`config.mk`:
```
export PLATFORM = sky130hd
export DESIGN_NAME = rate_enable_gen_flat
export DESIGN_NICKNAME = d
export VERILOG_FILES = /design/src/rtl/rate_enable_pkg.sv /design/src/rtl/rate_enable_gen_if.sv /design/src/rtl/rate_enable_ch.sv /design/src/rtl/rate_enable_gen.sv /design/src/flat_wrapper.sv
export SDC_FILE = /design/constraint.sdc
export NUM_CORES = 1
export LEC_CHECK = 0
export CAP_MARGIN = 15
export CORE_MARGIN = 2
export CORE_UTILIZATION = 40
export DETAILED_ROUTE_END_ITERATION = 16
export HOLD_SLACK_MARGIN = 0.1
export PLACE_DENSITY = 0.53
export SYNTH_ARGS = -nofsm -noshare
export SYNTH_HDL_FRONTEND = slang
export SYNTH_SLANG_ARGS = --single-unit
```
`constraint.sdc`:
```
create_clock -name clk -period 5 [get_ports clk]
set_clock_uncertainty 0.05 [all_clocks]
set_input_delay 1 -clock clk [delete_from_list [all_inputs] [get_ports clk]]
set_output_delay 1 -clock clk [all_outputs]
set_load 0.005 [all_outputs]
```
`src/rtl/rate_enable_pkg.sv`:
```
// Shared types and default widths for the rate enable generator.
//   mode_e      : pulse placement within a period (SPREAD / BURST)
//   ch_state_e  : per-channel run state
//   ch_cfg_t    : channel configuration payload {num, den, mode, en}
package rate_enable_pkg;

  localparam int unsigned DEF_NUM_CH  = 2;
  localparam int unsigned DEF_RATIO_W = 8;
  // Storage width of the config payload; RATIO_W must not exceed it.
  localparam int unsigned RATIO_MAX_W = 16;

  typedef enum logic {
    MODE_SPREAD = 1'b0,
    MODE_BURST  = 1'b1
  } mode_e;

  typedef enum logic {
    ST_IDLE = 1'b0,
    ST_RUN  = 1'b1
  } ch_state_e;

  typedef struct packed {
    logic [RATIO_MAX_W-1:0] num;
    logic [RATIO_MAX_W-1:0] den;
    mode_e                  mode;
    logic                   en;
  } ch_cfg_t;

  // Channel index width, never below one bit.
  function automatic int unsigned ch_idx_w(input int unsigned n);
    return (n > 1) ? $clog2(n) : 1;
  endfunction

endpackage

```
`src/rtl/rate_enable_gen_if.sv`:
```
// Configuration bus of the rate enable generator.
//   master : drives cfg_valid/cfg_ch/cfg_num/cfg_den/cfg_mode/cfg_en, sees cfg_ready/cfg_err
//   slave  : the generator; cfg_ready is combinational, cfg_err a one-cycle pulse
interface rate_enable_gen_if
  import rate_enable_pkg::*;
#(
  parameter int unsigned NUM_CH  = DEF_NUM_CH,
  parameter int unsigned RATIO_W = DEF_RATIO_W
);

  localparam int unsigned CH_W = ch_idx_w(NUM_CH);

  logic               cfg_valid;
  logic               cfg_ready;
  logic [CH_W-1:0]    cfg_ch;
  logic [RATIO_W-1:0] cfg_num;
  logic [RATIO_W-1:0] cfg_den;
  mode_e              cfg_mode;
  logic               cfg_en;
  logic               cfg_err;

  modport master (
    output cfg_valid, cfg_ch, cfg_num, cfg_den, cfg_mode, cfg_en,
    input  cfg_ready, cfg_err
  );

  modport slave (
    input  cfg_valid, cfg_ch, cfg_num, cfg_den, cfg_mode, cfg_en,
    output cfg_ready, cfg_err
  );

endinterface

```
`src/rtl/rate_enable_ch.sv`:
```
// One enable channel: shadow/pending config, IDLE/RUN state, period phase
// and SPREAD accumulator; emits registered clk_enable and period_start.
//   clk, rst      : clock, synchronous active-high reset
//   trigger       : global advance
//   load/load_cfg : accepted valid request for this channel
//   pending       : shadow holds a config not yet applied
//   clk_enable    : pulse decision of the previous active cycle
//   period_start  : previous active cycle was phase 0
module rate_enable_ch
  import rate_enable_pkg::*;
(
  input  logic    clk,
  input  logic    rst,
  input  logic    trigger,
  input  logic    load,
  input  ch_cfg_t load_cfg,
  output logic    pending,
  output logic    clk_enable,
  output logic    period_start
);

  ch_state_e              state;
  ch_cfg_t                cur;
  ch_cfg_t                shadow;
  logic [RATIO_MAX_W-1:0] phase;
  logic [RATIO_MAX_W-1:0] acc;

  logic                   active;
  logic                   boundary;
  logic                   pulse;
  logic [RATIO_MAX_W:0]   sum;

  // Pulse decision for the current cycle; sum carries one extra bit so acc+num never wraps.
  always_comb begin
    active   = trigger && (state == ST_RUN);
    boundary = active && (phase == (cur.den - RATIO_MAX_W'(1)));
    sum      = {1'b0, acc} + {1'b0, cur.num};
    if (cur.mode == MODE_BURST) pulse = (phase < cur.num);
    else                        pulse = (sum >= {1'b0, cur.den});
  end

  // Channel state, config handover and outputs.
  always_ff @(posedge clk) begin
    if (rst) begin
      state        <= ST_IDLE;
      cur          <= '0;
      shadow       <= '0;
      pending      <= 1'b0;
      phase        <= '0;
      acc          <= '0;
      clk_enable   <= 1'b0;
      period_start <= 1'b0;
    end else begin
      clk_enable   <= active && pulse;
      period_start <= active && (phase == '0);

      if (load) begin
        shadow  <= load_cfg;
        pending <= 1'b1;
      end

      if (active) begin
        phase <= boundary ? '0 : phase + RATIO_MAX_W'(1);
        if (cur.mode == MODE_SPREAD)
          acc <= pulse ? RATIO_MAX_W'(sum - {1'b0, cur.den}) : RATIO_MAX_W'(sum);
      end

      // Load only happens while pending is clear, so it never races the handover.
      if (pending && ((state == ST_IDLE) || boundary)) begin
        cur     <= shadow;
        pending <= 1'b0;
        phase   <= '0;
        acc     <= '0;
        state   <= shadow.en ? ST_RUN : ST_IDLE;
      end else if (boundary && !cur.en) begin
        state <= ST_IDLE;
      end
    end
  end

endmodule

```
`src/rtl/rate_enable_gen.sv`:
```
// Multi-channel fractional clock-enable generator (num pulses per den triggers).
//   clk, rst     : clock, synchronous active-high reset
//   trigger      : global advance
//   cfg          : configuration bus (slave side)
//   clk_enable   : per-channel enable pulses
//   period_start : per-channel first-active-cycle-of-period pulses
module rate_enable_gen
  import rate_enable_pkg::*;
#(
  parameter int unsigned NUM_CH  = DEF_NUM_CH,
  parameter int unsigned RATIO_W = DEF_RATIO_W
) (
  input  logic                clk,
  input  logic                rst,
  input  logic                trigger,
  rate_enable_gen_if.slave    cfg,
  output logic [NUM_CH-1:0]   clk_enable,
  output logic [NUM_CH-1:0]   period_start
);

  logic [NUM_CH-1:0] sel;
  logic [NUM_CH-1:0] pending;
  logic [NUM_CH-1:0] load;
  logic              ready_c;
  logic              hs;
  logic              bad;
  ch_cfg_t           req_cfg;

  // An out-of-range channel selects nothing, so it is always ready and flagged bad.
  always_comb begin
    ready_c = ~|(sel & pending);
    hs      = cfg.cfg_valid && ready_c;
    bad     = (cfg.cfg_den == '0) || (cfg.cfg_num > cfg.cfg_den) || !(|sel);
    req_cfg = '{num:  RATIO_MAX_W'(cfg.cfg_num),
                den:  RATIO_MAX_W'(cfg.cfg_den),
                mode: cfg.cfg_mode,
                en:   cfg.cfg_en};
  end

  assign cfg.cfg_ready = ready_c;

  // Invalid requests are consumed and reported one cycle later.
  always_ff @(posedge clk) begin
    if (rst) cfg.cfg_err <= 1'b0;
    else     cfg.cfg_err <= hs && bad;
  end

  for (genvar g = 0; g < int'(NUM_CH); g++) begin : g_ch
    assign sel[g]  = (32'(cfg.cfg_ch) == 32'(g));
    assign load[g] = hs && !bad && sel[g];

    rate_enable_ch u_ch (
      .clk          (clk),
      .rst          (rst),
      .trigger      (trigger),
      .load         (load[g]),
      .load_cfg     (req_cfg),
      .pending      (pending[g]),
      .clk_enable   (clk_enable[g]),
      .period_start (period_start[g])
    );
  end

endmodule

```
`src/flat_wrapper.sv`:
```
// flat-port wrapper written by rule: the top's interface ports become plain ports
module rate_enable_gen_flat import rate_enable_pkg::*;
#(
  parameter int unsigned NUM_CH  = DEF_NUM_CH,
  parameter int unsigned RATIO_W = DEF_RATIO_W
)
  (clk, rst, trigger, clk_enable, period_start, cfg_cfg_valid, cfg_cfg_ch, cfg_cfg_num, cfg_cfg_den, cfg_cfg_mode, cfg_cfg_en, cfg_cfg_ready, cfg_cfg_err);
  rate_enable_gen_if #(.NUM_CH(NUM_CH), .RATIO_W(RATIO_W)) cfg_i ();
  input  logic clk;
  input  logic rst;
  input  logic trigger;
  output logic [NUM_CH-1:0] clk_enable;
  output logic [NUM_CH-1:0] period_start;
  input wire logic [$bits(cfg_i.cfg_valid)-1:0] cfg_cfg_valid;
  input wire logic [$bits(cfg_i.cfg_ch)-1:0] cfg_cfg_ch;
  input wire logic [$bits(cfg_i.cfg_num)-1:0] cfg_cfg_num;
  input wire logic [$bits(cfg_i.cfg_den)-1:0] cfg_cfg_den;
  input wire logic [$bits(cfg_i.cfg_mode)-1:0] cfg_cfg_mode;
  input wire logic [$bits(cfg_i.cfg_en)-1:0] cfg_cfg_en;
  output wire logic [$bits(cfg_i.cfg_ready)-1:0] cfg_cfg_ready;
  output wire logic [$bits(cfg_i.cfg_err)-1:0] cfg_cfg_err;
  assign cfg_i.cfg_valid = cfg_cfg_valid;
  assign cfg_i.cfg_ch = cfg_cfg_ch;
  assign cfg_i.cfg_num = cfg_cfg_num;
  assign cfg_i.cfg_den = cfg_cfg_den;
  assign cfg_i.cfg_mode = cfg_cfg_mode;
  assign cfg_i.cfg_en = cfg_cfg_en;
  assign cfg_cfg_ready = cfg_i.cfg_ready;
  assign cfg_cfg_err = cfg_i.cfg_err;
  rate_enable_gen #(.NUM_CH(NUM_CH), .RATIO_W(RATIO_W)) u_core (.clk(clk), .rst(rst), .trigger(trigger), .cfg(cfg_i), .clk_enable(clk_enable), .period_start(period_start));
endmodule
```
==> qor.txt, run 1 <==
core region area: 21960 µm²
met1 GRT Util: 25.30%
hold-fix buffers at CTS: 0
Routed WL per cell: 16.27 µm
commonest non-fill, non-tap cell in the layout: nor2_1
worst-path cell chain: ha_1 -> fa_1 -> a211oi_2 -> o21ai_0 -> xor2_1 -> ha_1 -> or3_4 -> nor2_2 -> a31oi_1 -> or4_1 -> o32a_1 -> o31ai_2 -> nand4b_1 -> xor2_1 -> a2111oi_0 -> a31o_1
slew margin rel.: 25.16%
total die area: 23770 µm²
launch point of the worst hold path: u_core.g_ch[1].u_ch.shadow[0]$_SDFFE_PP0P_
# clock sinks: 145
CP required: 5.32 ns
std cell rows: 54
final hold viol count: 0
minimum clock period: 4.420 ns
CTS resizes: 0
total power per unit cell area: 279.4 nW/µm²
final period utilization: 88.41%
ant diodes: 0
post-synthesis register bit count: 145
RSZ-0062 raised after global routing: false
CP peak stage delay: 0.45 ns
CTS root buf: clkbuf_16
Max rail drop VDD: 0.1901 mV
startpoint types: register
# fillers: 2150
critical path peak fanout: 6
Yosys warnings: 0
DIE HEIGHT: 154.2 µm
initial core utilization: 41.09%
grt met3 use: 3.054%
largest net degree at the start of global routing: 55
sequential share of the synthesized area: 32.17%
Clk Latency, worst-skew pair: 0.43 ns
Syn Area/Cell: 8.456 µm²
Pleak: 4.198 nW
Max Clk Rate: 0.2262 GHz
GRT overflow: 0
fin area: 10180 µm²
Nets: 1170
R2R Path Start: u_core.g_ch[0].u_ch.cur[18]$_SDFFE_PP0P_
WHS: 0.4370 ns
global-route wire length before repair: 36350 µm
worst r2r dst: u_core.g_ch[0].u_ch.acc[12]$_SDFFE_PP0P_
DRC violations left: 0
worst reg2reg path depth: 16
Synth Cell Area: 9022 µm²
CTS tree: built
Post-synth EDFFs: 0
IO buf count: 28
Worst Hold Depth: 2
routability cong.: 0.8228
Layout Area Growth over Synthesis: 12.83%
met2 GRT Util: 32.12%
I/O pin total: 29
number of global-route vias before repair: 6828
drt via density: 5.342
Finished Core Util: 46.36%
unique cell type count in the Yosys netlist: 77
Top FF cell, synth: dfxtp_1
status: complete, no violations
WP data arrival: 4.74 ns
Syn Nets: 1154
dpl hpwl: 16620 µm
Setup crit end kind: register
clock slew at reported path FFs: 0.07 ns
Final Max Slew Viols: 0
Placed Area: 9554 µm²
Routed Antenna Nets: 0
max-cap check violation count: 0
share of layout cells above drive strength 1: 6.758%
ys async rst share: 0%
Worst Hold Class: register to register
WS Path Type: register to register
worst reg-to-reg setup slack: 0.58 ns
setup TNS: 0 ns
worst slew pin tran: 1.120 ns
routed wire length: 22370 µm
post-CTS setup buffer count: 0
Total GRT Usage: 19.13%
Mapped Cells: 1067
commonest cells after routing, fill and taps aside: 167 x nor2_1, 145 x dfxtp_1, 86 x mux2i_1
gr busiest metal: met2
CTS Buffer Depth: 2
Vias: 7345
htree depth: 4
Total Power: 2.844 mW
setup violators final: 0
clock buffer count from CTS: 17
critical path's slowest cell: or4_1
initial antenna violation count: 0
initial drt markers: 315
hold endpoint: u_core.g_ch[1].u_ch.state$_SDFFE_PP0P_
1st-pass router iterations: 5
Die W: 154.2 µm
## per-layer routing
layer  share of wire [%]  up-vias
met4                 1.5        0
met3                 2.6       21
li1                    -     3784
met1                  48     3445
met2                  48       95
met5                   0        -
## cell families (layout without fill, tap and decap cells)
kind of cell | count (synthesis) | after routing | share of synthesized area [%]
and+or+nand+nor | 385 | 385 | 20.79
buffers and inverters | 105 | 133 | 4.646
DFF | 145 | 145 | 32.17
xor gates and xnor gates | 91 | 91 | 8.834
AOI/OAI and AO/OA | 189 | 189 | 14.48
adders and majority gates | 64 | 64 | 9.208
muxes | 88 | 88 | 9.874
## worst max-delay path: cells and delay by family (launching register included)
kind,cells,cell delay [ns]
simple gates,4,1.13
flops,1,0.32
fa+ha+maj,3,0.91
compound gates,7,1.68
xor+xnor,2,0.27
## Yosys cell counts, drive strengths merged (4+ instances only)
| cell type | number | area (µm²) |
|---|---|---|
| o211a | 4 | 40.04 |
| nand3 | 39 | 200.2 |
| nor3 | 13 | 65.06 |
| or3 | 12 | 85.08 |
| a31oi | 4 | 25.02 |
| mux2i | 86 | 860.8 |
| buf | 13 | 73.82 |
| and2 | 8 | 50.05 |
| nand2 | 53 | 201.5 |
| and4 | 4 | 35.03 |
| ha | 60 | 750.7 |
| inv | 63 | 236.5 |
| dfxtp | 145 | 2903 |
| nor4 | 12 | 90.09 |
| o21ai | 31 | 155.1 |
| nand2b | 11 | 76.32 |
| a21o | 13 | 97.59 |
| nand4 | 24 | 150.1 |
| xor2 | 47 | 411.6 |
| xnor2 | 44 | 385.4 |
| nor2 | 169 | 639.4 |
| o21a | 10 | 76.32 |
| o211ai | 10 | 75.07 |
| or4 | 5 | 41.29 |
| fa | 4 | 80.08 |
| nor2b | 10 | 62.56 |
| clkbuf | 29 | 108.9 |
| o31ai | 5 | 42.54 |
| a211oi | 21 | 180.2 |
| a21oi | 57 | 296.5 |
| o21bai | 4 | 30.03 |
| and3 | 13 | 81.33 |
## worst max-delay path by stage
stage | startpoint | cells after the start | endpoint
2_1_floorplan | u_core.g_ch[0].u_ch.cur[18]$_SDFFE_PP0P_ | 16 | u_core.g_ch[0].u_ch.acc[12]$_SDFFE_PP0P_
3_3_place_gp | u_core.g_ch[0].u_ch.cur[18]$_SDFFE_PP0P_ | 16 | u_core.g_ch[0].u_ch.acc[8]$_SDFFE_PP0P_
3_5_place_dp | u_core.g_ch[0].u_ch.cur[18]$_SDFFE_PP0P_ | 16 | u_core.g_ch[0].u_ch.acc[12]$_SDFFE_PP0P_
4_1_cts | u_core.g_ch[0].u_ch.cur[18]$_SDFFE_PP0P_ | 16 | u_core.g_ch[0].u_ch.acc[12]$_SDFFE_PP0P_
5_1_grt | u_core.g_ch[0].u_ch.cur[18]$_SDFFE_PP0P_ | 16 | u_core.g_ch[0].u_ch.acc[12]$_SDFFE_PP0P_
6_report | u_core.g_ch[0].u_ch.cur[18]$_SDFFE_PP0P_ | 16 | u_core.g_ch[0].u_ch.acc[12]$_SDFFE_PP0P_
## report_power, final
part	leakage (nW)	internal, mW	switching, mW
combinational	2.73	0.119	0.162
clock	0.296	0.849	0.524
sequential	1.17	1.17	0.0144
## per-stage QoR
step           cells  worst slack (ns)
5_1_grt         1375            0.3062
6_report        1375            0.5796
2_1_floorplan   1067            0.8530
3_5_place_dp    1344            0.6063
3_3_place_gp    1344            0.6834
4_1_cts         1375            0.5884
## state kept, by name (all words and copies together), names as in the netlist
| name | count |
|---|---|
| u_core.g_ch.u_ch.clk_enable | 2 |
| u_core.g_ch.u_ch.state | 2 |
| u_core.g_ch.u_ch.phase | 32 |
| u_core.cfg.cfg_err | 1 |
| u_core.g_ch.u_ch.cur | 36 |
| u_core.g_ch.u_ch.period_start | 2 |
| u_core.g_ch.u_ch.acc | 32 |
| u_core.g_ch.u_ch.pending | 2 |
| u_core.g_ch.u_ch.shadow | 36 |
## layout make-up
cell class	count	area [µm²]	area share, %
flip-flops and latches	145	2903	28.52
clock buffers	19	442.9	4.351
multi-input cells	817	5707	56.06
well taps	280	350.3	3.441
inverters	63	236.5	2.323
clock inverters	12	182.7	1.794
repair buffers	39	357.8	3.515
No activity file was read; power rests on OpenSTA's default activity.
==> run 2: changes to the inputs <==
==> constraint.sdc (replaced) <==
create_clock -name clk -period 5 [get_ports clk]
set_clock_uncertainty 0.05 [all_clocks]
set_input_delay 1.5 -clock clk [delete_from_list [all_inputs] [get_ports clk]]
set_output_delay 1.5 -clock clk [all_outputs]
set_load 0.005 [all_outputs]
==> qor.txt, run 2 (synthesized netlist as in run 1, its figures left out) <==
status: complete, no violations
routability cong.: 0.8446
Met2 Wirelength: 10350 µm
total die area: 23770 µm²
Routed WL per cell: 16.12 µm
DRC violations left: 0
worst-path cell chain: ha_1 -> fa_1 -> a211oi_2 -> o21ai_0 -> xor2_1 -> ha_1 -> or3_4 -> nor2_2 -> a31oi_1 -> or4_1 -> o32a_1 -> o31ai_2 -> nand4b_1 -> xor2_1 -> a2111oi_0 -> a31o_1
Setup crit end kind: register
minimum clock period: 4.469 ns
Total GRT Usage: 19.24%
1st-pass router iterations: 5
clock slew at reported path FFs: 0.07 ns
slew margin rel.: 39.11%
final hold viol count: 0
critical path's slowest cell: or4_1
initial antenna violation count: 0
Worst Hold Class: register to register
WP data arrival: 4.79 ns
initial core utilization: 41.09%
IO buf count: 28
share of layout cells above drive strength 1: 7.013%
CTS tree: built
core region area: 21960 µm²
dpl hpwl: 16520 µm
RSZ-0062 raised after global routing: false
CP peak stage delay: 0.45 ns
WP buf/inv: 0
final period utilization: 89.39%
ant diodes: 0
routed wire length: 22210 µm
part of the power in registers: 43.1%
Final Max Slew Viols: 0
global-route wire length before repair: 36820 µm
Top Registers: u_core.g_ch.u_ch.cur: 36 flops, u_core.g_ch.u_ch.shadow: 36 flops
post-CTS setup buffer count: 0
CTS root buf: clkbuf_16
CTS resizes: 0
DIE HEIGHT: 154.2 µm
GRT overflow: 0
Nets: 1172
commonest cells after routing, fill and taps aside: 167 x nor2_1, 145 x dfxtp_1, 86 x mux2i_1
drt via density: 5.291
total power per unit cell area: 271.7 nW/µm²
met3 wire length: 578 µm
startpoint types: register
largest net degree at the start of global routing: 35
number of global-route vias before repair: 6954
CTS Buffer Depth: 2
Crit path max-delay family: compound AO/OA/AOI/OAI gates
Logic pwr share: 10.3%
WL met1: 10880 µm
sw power: 720.1 µW
CP required: 5.32 ns
max-cap check violation count: 0
internal power: 2.039 mW
hold-fix buffers at CTS: 0
critical path peak fanout: 6
std cell rows: 54
Layout Area Growth over Synthesis: 12.55%
setup TNS: 0 ns
Clock Power Share: 46.6%
worst slew pin tran: 0.9114 ns
I/O pin total: 29
Finished Core Util: 46.25%
Pleak: 4.192 nW
initial drt markers: 337
Clk Latency, worst-skew pair: 0.42 ns
commonest non-fill, non-tap cell in the layout: nor2_1
Vias: 7291
# clock sinks: 145
Top Layer Used: met4
WS Path Type: register to register
clock buffer count from CTS: 17
Routed Antenna Nets: 0
Max rail drop VDD: 0.1925 mV
Max Clk Rate: 0.2237 GHz
setup violators final: 0
htree depth: 4
Die W: 154.2 µm
Sw Share: 26.10%
==> run 2: cell types whose count changed in the layout (fill, tap and decap cells not counted), sizes merged <==
cell and change:
inv +3, buf +2, bufinv -2, clkbuf -1
clkinv +1
==> run 2: final timing paths <==
check	from	end	slack, ns	depth (start not counted)
setup reg to reg	u_core.g_ch[0].u_ch.cur[18]$_SDFFE_PP0P_	u_core.g_ch[0].u_ch.acc[12]$_SDFFE_PP0P_	0.53	16
hold / removal	u_core.g_ch[0].u_ch.shadow[0]$_SDFFE_PP0P_	u_core.g_ch[0].u_ch.state$_SDFFE_PP0P_	0.44	2
hold reg to reg	u_core.g_ch[0].u_ch.shadow[0]$_SDFFE_PP0P_	u_core.g_ch[0].u_ch.state$_SDFFE_PP0P_	0.44	2
setup / recovery	u_core.g_ch[0].u_ch.cur[18]$_SDFFE_PP0P_	u_core.g_ch[0].u_ch.acc[12]$_SDFFE_PP0P_	0.53	16
==> run 2: through the flow <==
stage	area (µm²)	power [mW]	hold slack, ns	setup slack (ns)	instances
global placement	9569	1.502	0.4238	0.5017	1346
global route	10150	2.871	0.4676	0.2097	1378
detailed placement	9569	1.501	0.4324	0.5394	1346
CTS	10150	2.798	0.4476	0.5367	1378
floorplan	9022	1.415	0.3983	0.8530	1067
finish	10150	2.759	0.4423	0.5306	1378
==> run 2: worst reg2reg max path, delay by kind of cell (launching register included) <==
family | cells | cell delay, ns
AND/OR/NAND/NOR | 4 | 1.13
AO/OA/AOI/OAI | 7 | 1.72
adder cells (fa/ha/maj) | 3 | 0.90
XOR/XNOR | 2 | 0.29
flip-flops | 1 | 0.32
==> run 2: power by group through the flow <==
| stage | sequential (mW) | combinational, mW | clock (mW) |
|---|---|---|---|
| 3_3_place_gp | 1.22 | 0.286 | 0 |
| 3_5_place_dp | 1.22 | 0.285 | 0 |
| 5_1_grt | 1.19 | 0.316 | 1.36 |
| 4_1_cts | 1.19 | 0.286 | 1.32 |
| 6_report | 1.19 | 0.284 | 1.29 |
| 2_1_floorplan | 1.21 | 0.206 | 0 |
==> run 2: area by class of cell <==
cell class,instances,area [µm²]
Fill cell,2154,11800
Multi-Input combinational cell,817,5707
Sequential cell,145,2903
Clock buffer,18,429.2
Timing Repair Buffer,41,372.9
Tap cell,280,350.3
Inverter,63,236.5
Clock inverter,14,156.4
==> run 2: layer usage <==
layer / GRT usage [%] / up-vias
met5: 0 / -
met4: 5.474 / 0
met3: 3.026 / 22
met2: 31.73 / 114
met1: 26.12 / 3354
li1: - / 3801
==> run 3: changes to the inputs <==
--- a/config.mk
+++ b/config.mk
@@ -11,6 +11,7 @@
 export DETAILED_ROUTE_END_ITERATION = 16
 export HOLD_SLACK_MARGIN = 0.1
 export PLACE_DENSITY = 0.53
+export SLEW_MARGIN = 40
 export SYNTH_ARGS = -nofsm -noshare
 export SYNTH_HDL_FRONTEND = slang
 export SYNTH_SLANG_ARGS = --single-unit
==> qor.txt, run 3 (synthesized netlist as in run 1, its figures left out) <==
total power per unit cell area: 271.7 nW/µm²
global-route wire length before repair: 36820 µm
# clock sinks: 145
Max Clk Rate: 0.2237 GHz
CTS resizes: 0
initial antenna violation count: 0
final period utilization: 89.39%
htree depth: 4
largest net degree at the start of global routing: 35
routed wire length: 22210 µm
critical path peak fanout: 6
# fillers: 2153
IO buf count: 28
Worst Hold Class: register to register
max-cap check violation count: 0
drt via density: 5.291
CTS tree: built
post-CTS setup buffer count: 0
Setup crit end kind: register
Vias: 7291
Pleak: 4.194 nW
Layout Area Growth over Synthesis: 12.58%
CTS root buf: clkbuf_16
initial drt markers: 338
Routed Antenna Nets: 0
GRT overflow: 0
Total GRT Usage: 19.24%
std cell rows: 54
placed cell count: 1346
commonest non-fill, non-tap cell in the layout: nor2_1
clock buffer count from CTS: 17
CTS Buffer Depth: 2
initial core utilization: 41.09%
WP data arrival: 4.79 ns
RSZ-0062 raised after global routing: false
commonest cells after routing, fill and taps aside: 167 x nor2_1, 145 x dfxtp_1, 86 x mux2i_1
met2 GRT Util: 31.73%
total die area: 23770 µm²
ant diodes: 0
final hold viol count: 0
Die W: 154.2 µm
I/O pin total: 29
Clk Latency, worst-skew pair: 0.42 ns
number of global-route vias before repair: 6954
Max rail drop VDD: 0.1925 mV
status: complete, no violations
dpl hpwl: 16520 µm
DIE HEIGHT: 154.2 µm
setup TNS: 0 ns
Top Registers: u_core.g_ch.u_ch.cur: 36 flops, u_core.g_ch.u_ch.shadow: 36 flops
clock slew at reported path FFs: 0.07 ns
gr busiest metal: met2
worst slew pin tran: 0.6787 ns
setup violators final: 0
1st-pass router iterations: 5
Finished Layout Cells: 1378
met1 GRT Util: 26.12%
core region area: 21960 µm²
minimum clock period: 4.469 ns
slew margin rel.: 54.59%
startpoint types: register
Final Max Slew Viols: 0
WS Path Type: register to register
Routed WL per cell: 16.11 µm
DRC violations left: 0
routability cong.: 0.8446
share of layout cells above drive strength 1: 7.104%
Nets: 1172
grt met3 use: 3.026%
hold-fix buffers at CTS: 0
CP required: 5.32 ns
==> run 3: per-layer routing <==
metal,vias to the layer above,wire length [µm]
met2,112,10380
met4,0,368
li1,3800,-
met3,20,577
met5,-,0
met1,3359,10880
==> run 3: worst max-delay path, stage by stage (launching register included) <==
cell and delay [ns]:
dfxtp_1 0.32, ha_1 0.24, fa_1 0.43, a211oi_2 0.23, o21ai_0 0.15, xor2_1 0.19, ha_1 0.23, or3_4 0.41
nor2_2 0.08, a31oi_1 0.18, or4_1 0.45, o32a_1 0.25, o31ai_2 0.36, nand4b_1 0.18, xor2_1 0.10, a2111oi_0 0.41
a31o_1 0.14
==> run 3: worst paths after layout <==
kind                                                    from  depth (start not counted)                                       end  slack, ns
hold reg to reg   u_core.g_ch[0].u_ch.shadow[0]$_SDFFE_PP0P_                          2    u_core.g_ch[0].u_ch.state$_SDFFE_PP0P_       0.44
hold / removal    u_core.g_ch[0].u_ch.shadow[0]$_SDFFE_PP0P_                          2    u_core.g_ch[0].u_ch.state$_SDFFE_PP0P_       0.44
setup / recovery    u_core.g_ch[0].u_ch.cur[18]$_SDFFE_PP0P_                         16  u_core.g_ch[0].u_ch.acc[12]$_SDFFE_PP0P_       0.53
setup reg to reg    u_core.g_ch[0].u_ch.cur[18]$_SDFFE_PP0P_                         16  u_core.g_ch[0].u_ch.acc[12]$_SDFFE_PP0P_       0.53
==> run 3: metrics by stage <==
step	setup WS (ns)	util, %	hold WS (ns)	total power [mW]	instance area [µm²]
floorplan	0.8530	-	0.3983	1.415	9022
global placement	0.5017	43.58	0.4238	1.502	9569
detailed placement	0.5394	43.58	0.4324	1.501	9569
CTS	0.5367	46.25	0.4476	2.798	10150
global route	0.2097	46.26	0.4676	2.871	10160
finish	0.5306	46.26	0.4423	2.760	10160
==> run 3: power by group <==
group / switching [mW] / internal (mW) / leakage, nW / total (mW)
Sequential: 0.0149 / 1.17 / 1.17 / 1.19
Combinational: 0.163 / 0.121 / 2.74 / 0.284
Clock: 0.543 / 0.744 / 0.279 / 1.29
==> run 3: area by class of cell <==
| cell class | count | area, µm² | area share [%] |
|---|---|---|---|
| Multi-Input combinational cell | 817 | 5709 | 56.21 |
| Tap cell | 280 | 350.3 | 3.449 |
| Timing Repair Buffer | 41 | 372.9 | 3.671 |
| Inverter | 63 | 236.5 | 2.328 |
| Sequential cell | 145 | 2903 | 28.58 |
| Clock inverter | 14 | 156.4 | 1.540 |
| Clock buffer | 18 | 429.2 | 4.225 |
==> variant 1, RTL diff (flow settings as in run 2) <==
The package constant `DEF_RATIO_W` goes from 8 to 10.
--- a/src/rtl/rate_enable_pkg.sv
+++ b/src/rtl/rate_enable_pkg.sv
@@ -6,5 +6,5 @@
 
   localparam int unsigned DEF_NUM_CH  = 2;
-  localparam int unsigned DEF_RATIO_W = 8;
+  localparam int unsigned DEF_RATIO_W = 10;
   // Storage width of the config payload; RATIO_W must not exceed it.
   localparam int unsigned RATIO_MAX_W = 16;
Interface: changed (resized cfg_cfg_den and cfg_cfg_num); port bits go from 29 to 33. No check against the original RTL was run, so the function may have changed too.
==> variant 1 against run 2 <==
Area after synthesis is 16% higher; count of clock-buffer cells in the layout shrank 1; largest cell class unchanged; power rose by 13%; wire length grew 29%; sequential cell count rose by 16; sequential share of layout area decreased by 0.82 points; critical path depth fell by 1; critical endpoint is now u_core.g_ch[0].u_ch.acc[2]; final cell count is 20% higher; die area rose by 15%; cell area is 14% higher; critical path type unchanged; worst setup slack got worse by 0.15 ns.
==> variant 1: results (changes against run 2) <==
status finished clean; CP Data Arrival Time 4.90 ns (+0.11 ns); number of setup buffers added after CTS 0 (unchanged); DPL Wire Length 21.38 mm (+29%); Pre-antenna DRT Iters 5 (unchanged); cells after synthesis 1308 (+23%); WL final 28.73 mm (+29%); first-pass GRT wire length 46.78 mm (+27%); #MultiIn Comb 1001 (+23%); non-clock inverter total of the final layout 78 (+24%); fraction of layout cells with a size suffix above 1 5.231% (-1.8 points); global-route usage over all layers 21.76% (+2.5 points); cell family with most CP delay compound AO/OA/AOI/OAI gates; Reg2Reg Setup Slack 0.39 ns (-0.15 ns); clk buf depth 2 (unchanged); Reg clk slew, reported paths 0.07 ns (about the same); Setup crit start u_core.g_ch[0].u_ch.cur[18]; DR iter-0 viols 758 (+120%); Max Fanout on Critical Path 20 (+14); Buffers excl. clock 47 (+15%); Leak Pwr 4.663 nW (+11%); multi-input logic portion of the cell area 57.00% (+0.80 points); clk root buf clkbuf_16; Seq cells 161 (+11%); pin count of the biggest net entering global routing 71 (+100%); Cells after DPL 1622 (+21%); P_sw 0.0009241 W (+28%); Slew HR 44.91% (+5.8 points); syn nets 1413 (+22%); Reg2Reg Depth 15 (-1); vias in the first global route 8573 (+23%); sequential share of cell area 27.77% (-0.82 points); via count 9278 (+27%); CP max stage cell fa_1; Min Hold Slack 0.4258 ns (-0.01645 ns); biggest regs u_core.g_ch.u_ch.cur x44, u_core.g_ch.u_ch.shadow x44; Gates resized, CTS repair 0 (unchanged); Hold Path Cell Cnt 2 (unchanged); hold_sp u_core.g_ch[1].u_ch.shadow[1]; hold path endpoint u_core.g_ch[1].u_ch.shadow[1]; NonClk Buf Share 3.816% (+0.14 points); GR Util met1 33.96% (+7.8 points); clk_lat worst skew 0.44 ns (+0.02 ns); sequential-to-total area share from yosys stat 30.92% (-1.3 points); slowest stage delay, CP 0.43 ns (-0.02 ns); routed len/inst 17.37 µm (+7.8%); routability cong. 0.9019 (+6.8%); Critical Path End u_core.g_ch[0].u_ch.acc[2]; # fillers 2603 (+21%); port bufs 32 (+14%); M2 GR Usage 31.91% (+0.18 points); asr flop ratio synth 0% (unchanged); M3 GR Usage 2.423% (-0.60 points); most frequent cells after synthesis dfxtp_1 (161), nor2_1 (151), a21oi_1 (131); ClkCell Share 5.282% (-0.48 points); largest cells by area after synthesis dfxtp_1 (31%), ha_1 (8.9%), a21oi_1 (6.3%); Ys Warns 0 (unchanged); Worst VDD drop 288.0 µV (+50%); Netlist cell types 79 (+2.6%)
## variant 1: cell count changes in the layout (fill, tap and decap cells not counted), sizes merged, moves of 9 or more
cell | before | now
nand2 | 53 | 62
dfxtp | 145 | 161
a21oi | 57 | 132
mux2i | 86 | 42
xor2 | 47 | 35
o21ai | 31 | 82
nor2 | 169 | 151
nor3 | 13 | 26
nand3 | 39 | 86
ha | 60 | 74
inv | 67 | 86
## variant 1: worst min-delay path, stage by stage, from the launching register on
cell and delay (ns):
dfxtp_1 0.31, o21ai_0 0.06, a21oi_1 0.06
## variant 1: power by group through the flow
stage          sequential [W]  clock (W)  combinational (W)
2_1_floorplan         0.00135          0           0.000317
3_3_place_gp          0.00136          0           0.000431
3_5_place_dp          0.00136          0           0.000431
4_1_cts               0.00133    0.00140           0.000434
5_1_grt               0.00133    0.00145           0.000486
6_report              0.00133    0.00136           0.000434
## variant 1: cell families (layout without fill, tap and decap cells)
family | after synthesis | count (layout) | share of synthesized area (%)
multiplexers | 43 | 43 | 4.141
buffers and inverters | 146 | 157 | 5.749
flip-flops | 161 | 161 | 30.92
AND/OR/NAND/NOR | 443 | 443 | 20.74
XOR/XNOR | 87 | 87 | 7.310
adder cells (fa/ha/maj) | 78 | 78 | 9.651
AO/OA/AOI/OAI | 350 | 350 | 21.49
## variant 1: per-stage QoR
stage	total power (W)	cell area [µm²]	setup WS, ns
after detailed placement	0.001792	10990	0.4329
after floorplan	0.001667	10420	0.8678
after global routing	0.003267	11610	0.07802
after CTS	0.003162	11610	0.4311
final	0.003125	11610	0.3852
after global placement	0.001790	10990	0.5894
## variant 1: layer usage
metal	wire length [µm]	share of wire (%)
met3	1131	3.9
met2	12060	42
met1	15240	53
met5	0	0
met4	298	1.0
==> variant 2, RTL diff (config.mk and constraints of run 2) <==
Without the edit above. Make the reset (`rst`) asynchronous in 2 clocked blocks. Comments in the files are not updated.
--- a/src/rtl/rate_enable_ch.sv
+++ b/src/rtl/rate_enable_ch.sv
@@ -41,5 +41,5 @@
 
   // Channel state, config handover and outputs.
-  always_ff @(posedge clk) begin
+  always_ff @(posedge clk or posedge rst) begin
     if (rst) begin
       state        <= ST_IDLE;
--- a/src/rtl/rate_enable_gen.sv
+++ b/src/rtl/rate_enable_gen.sv
@@ -41,5 +41,5 @@
 
   // Invalid requests are consumed and reported one cycle later.
-  always_ff @(posedge clk) begin
+  always_ff @(posedge clk or posedge rst) begin
     if (rst) cfg.cfg_err <= 1'b0;
     else     cfg.cfg_err <= hs && bad;
Function: differs if rst is asserted again (counterexample within 4 cycles, from zero or initial values and one cycle with rst high); with rst held inactive, the same outputs for 4 cycles.
==> variant 2 against run 2 <==
Worst setup slack got worse by 0.10 ns; final cell count rose by 2.8%; area after synthesis rose by 4.9%; wire length rose by 8.9%; count of clock-buffer cells in the layout fell by 1; cell area rose by 5.7%; critical endpoint is now u_core.g_ch[1].u_ch.acc[7]; highest routed layer unchanged; sequential cell count did not move; core utilization fell by 0.23 points.
Power is not compared: it rests on default switching activity, and its combinational part moved more than twofold at a synthesized area within 25%.
==> variant 2: results (changes against run 2) <==
Reg2Reg Setup Slack 0.43 ns (-0.10 ns); DPL Wire Length 18.20 mm (+10%); most frequent cells after synthesis dfrtp_1 (145), nand2_1 (121), nor2_1 (98); final-stage net count 1171 (-0.085%); M3 GR Usage 2.601% (-0.43 points); CP Data Arrival Time 4.83 ns (+0.04 ns); fraction of layout cells with a size suffix above 1 10.67% (+3.7 points); M2 GR Usage 31.45% (-0.28 points); largest cells by area after synthesis dfrtp_1 (38%), ha_1 (7.9%), nand2_1 (4.8%); asr flop ratio synth 100.0% (+100 points); minimum clock period 4.570 ns (+0.1004 ns); sequential-to-total area share from yosys stat 38.34% (+6.2 points); cells after synthesis 1060 (-0.66%); Max Fanout on Critical Path 7 (+1); vias in the first global route 7539 (+8.4%); hold path endpoint u_core.g_ch[1].u_ch.cur[24]; Cells after DPL 1384 (+2.8%); GR Util met1 30.83% (+4.7 points); Netlist cell types 71 (-7.8%); hold_sp u_core.g_ch[1].u_ch.shadow[24]; status finished clean; via count 7710 (+5.7%); DR iter-0 viols 458 (+36%); Area after DPL 0.01019 mm² (+6.4%); met2 wire length 10.69 mm (+3.4%); Pwr Total 0.006518 W; Setup crit start u_core.g_ch[1].u_ch.cur[18]; Slew @ Worst Pin 0.8475 ns (-0.06395 ns); # fillers 2298 (+6.7%)
-- variant 2: cell type report --
class	instances	share of cell area, %
Multi-Input combinational cell	808	50.50
Clock buffer	17	3.963
Inverter	64	2.273
Clock inverter	15	1.154
Timing Repair Buffer	48	4.592
Tap cell	319	3.718
Sequential cell	145	33.80
-- variant 2: cells by family (layout without fill, tap and decap cells) --
| group | after synthesis | count (layout) | share of synthesized area (%) |
|---|---|---|---|
| buffers and inverters | 107 | 144 | 4.574 |
| AOI/OAI and AO/OA | 230 | 230 | 15.64 |
| DFF | 145 | 145 | 38.34 |
| and+or+nand+nor | 383 | 383 | 19.30 |
| xor gates and xnor gates | 77 | 77 | 7.126 |
| adders and majority gates | 64 | 64 | 8.778 |
| muxes | 54 | 54 | 6.240 |
-- variant 2: tightest hold or removal path: cells and delay by family (launching register included) --
family          cells  cell delay, ns
simple gates        1            0.05
flops               1            0.34
compound gates      1            0.06
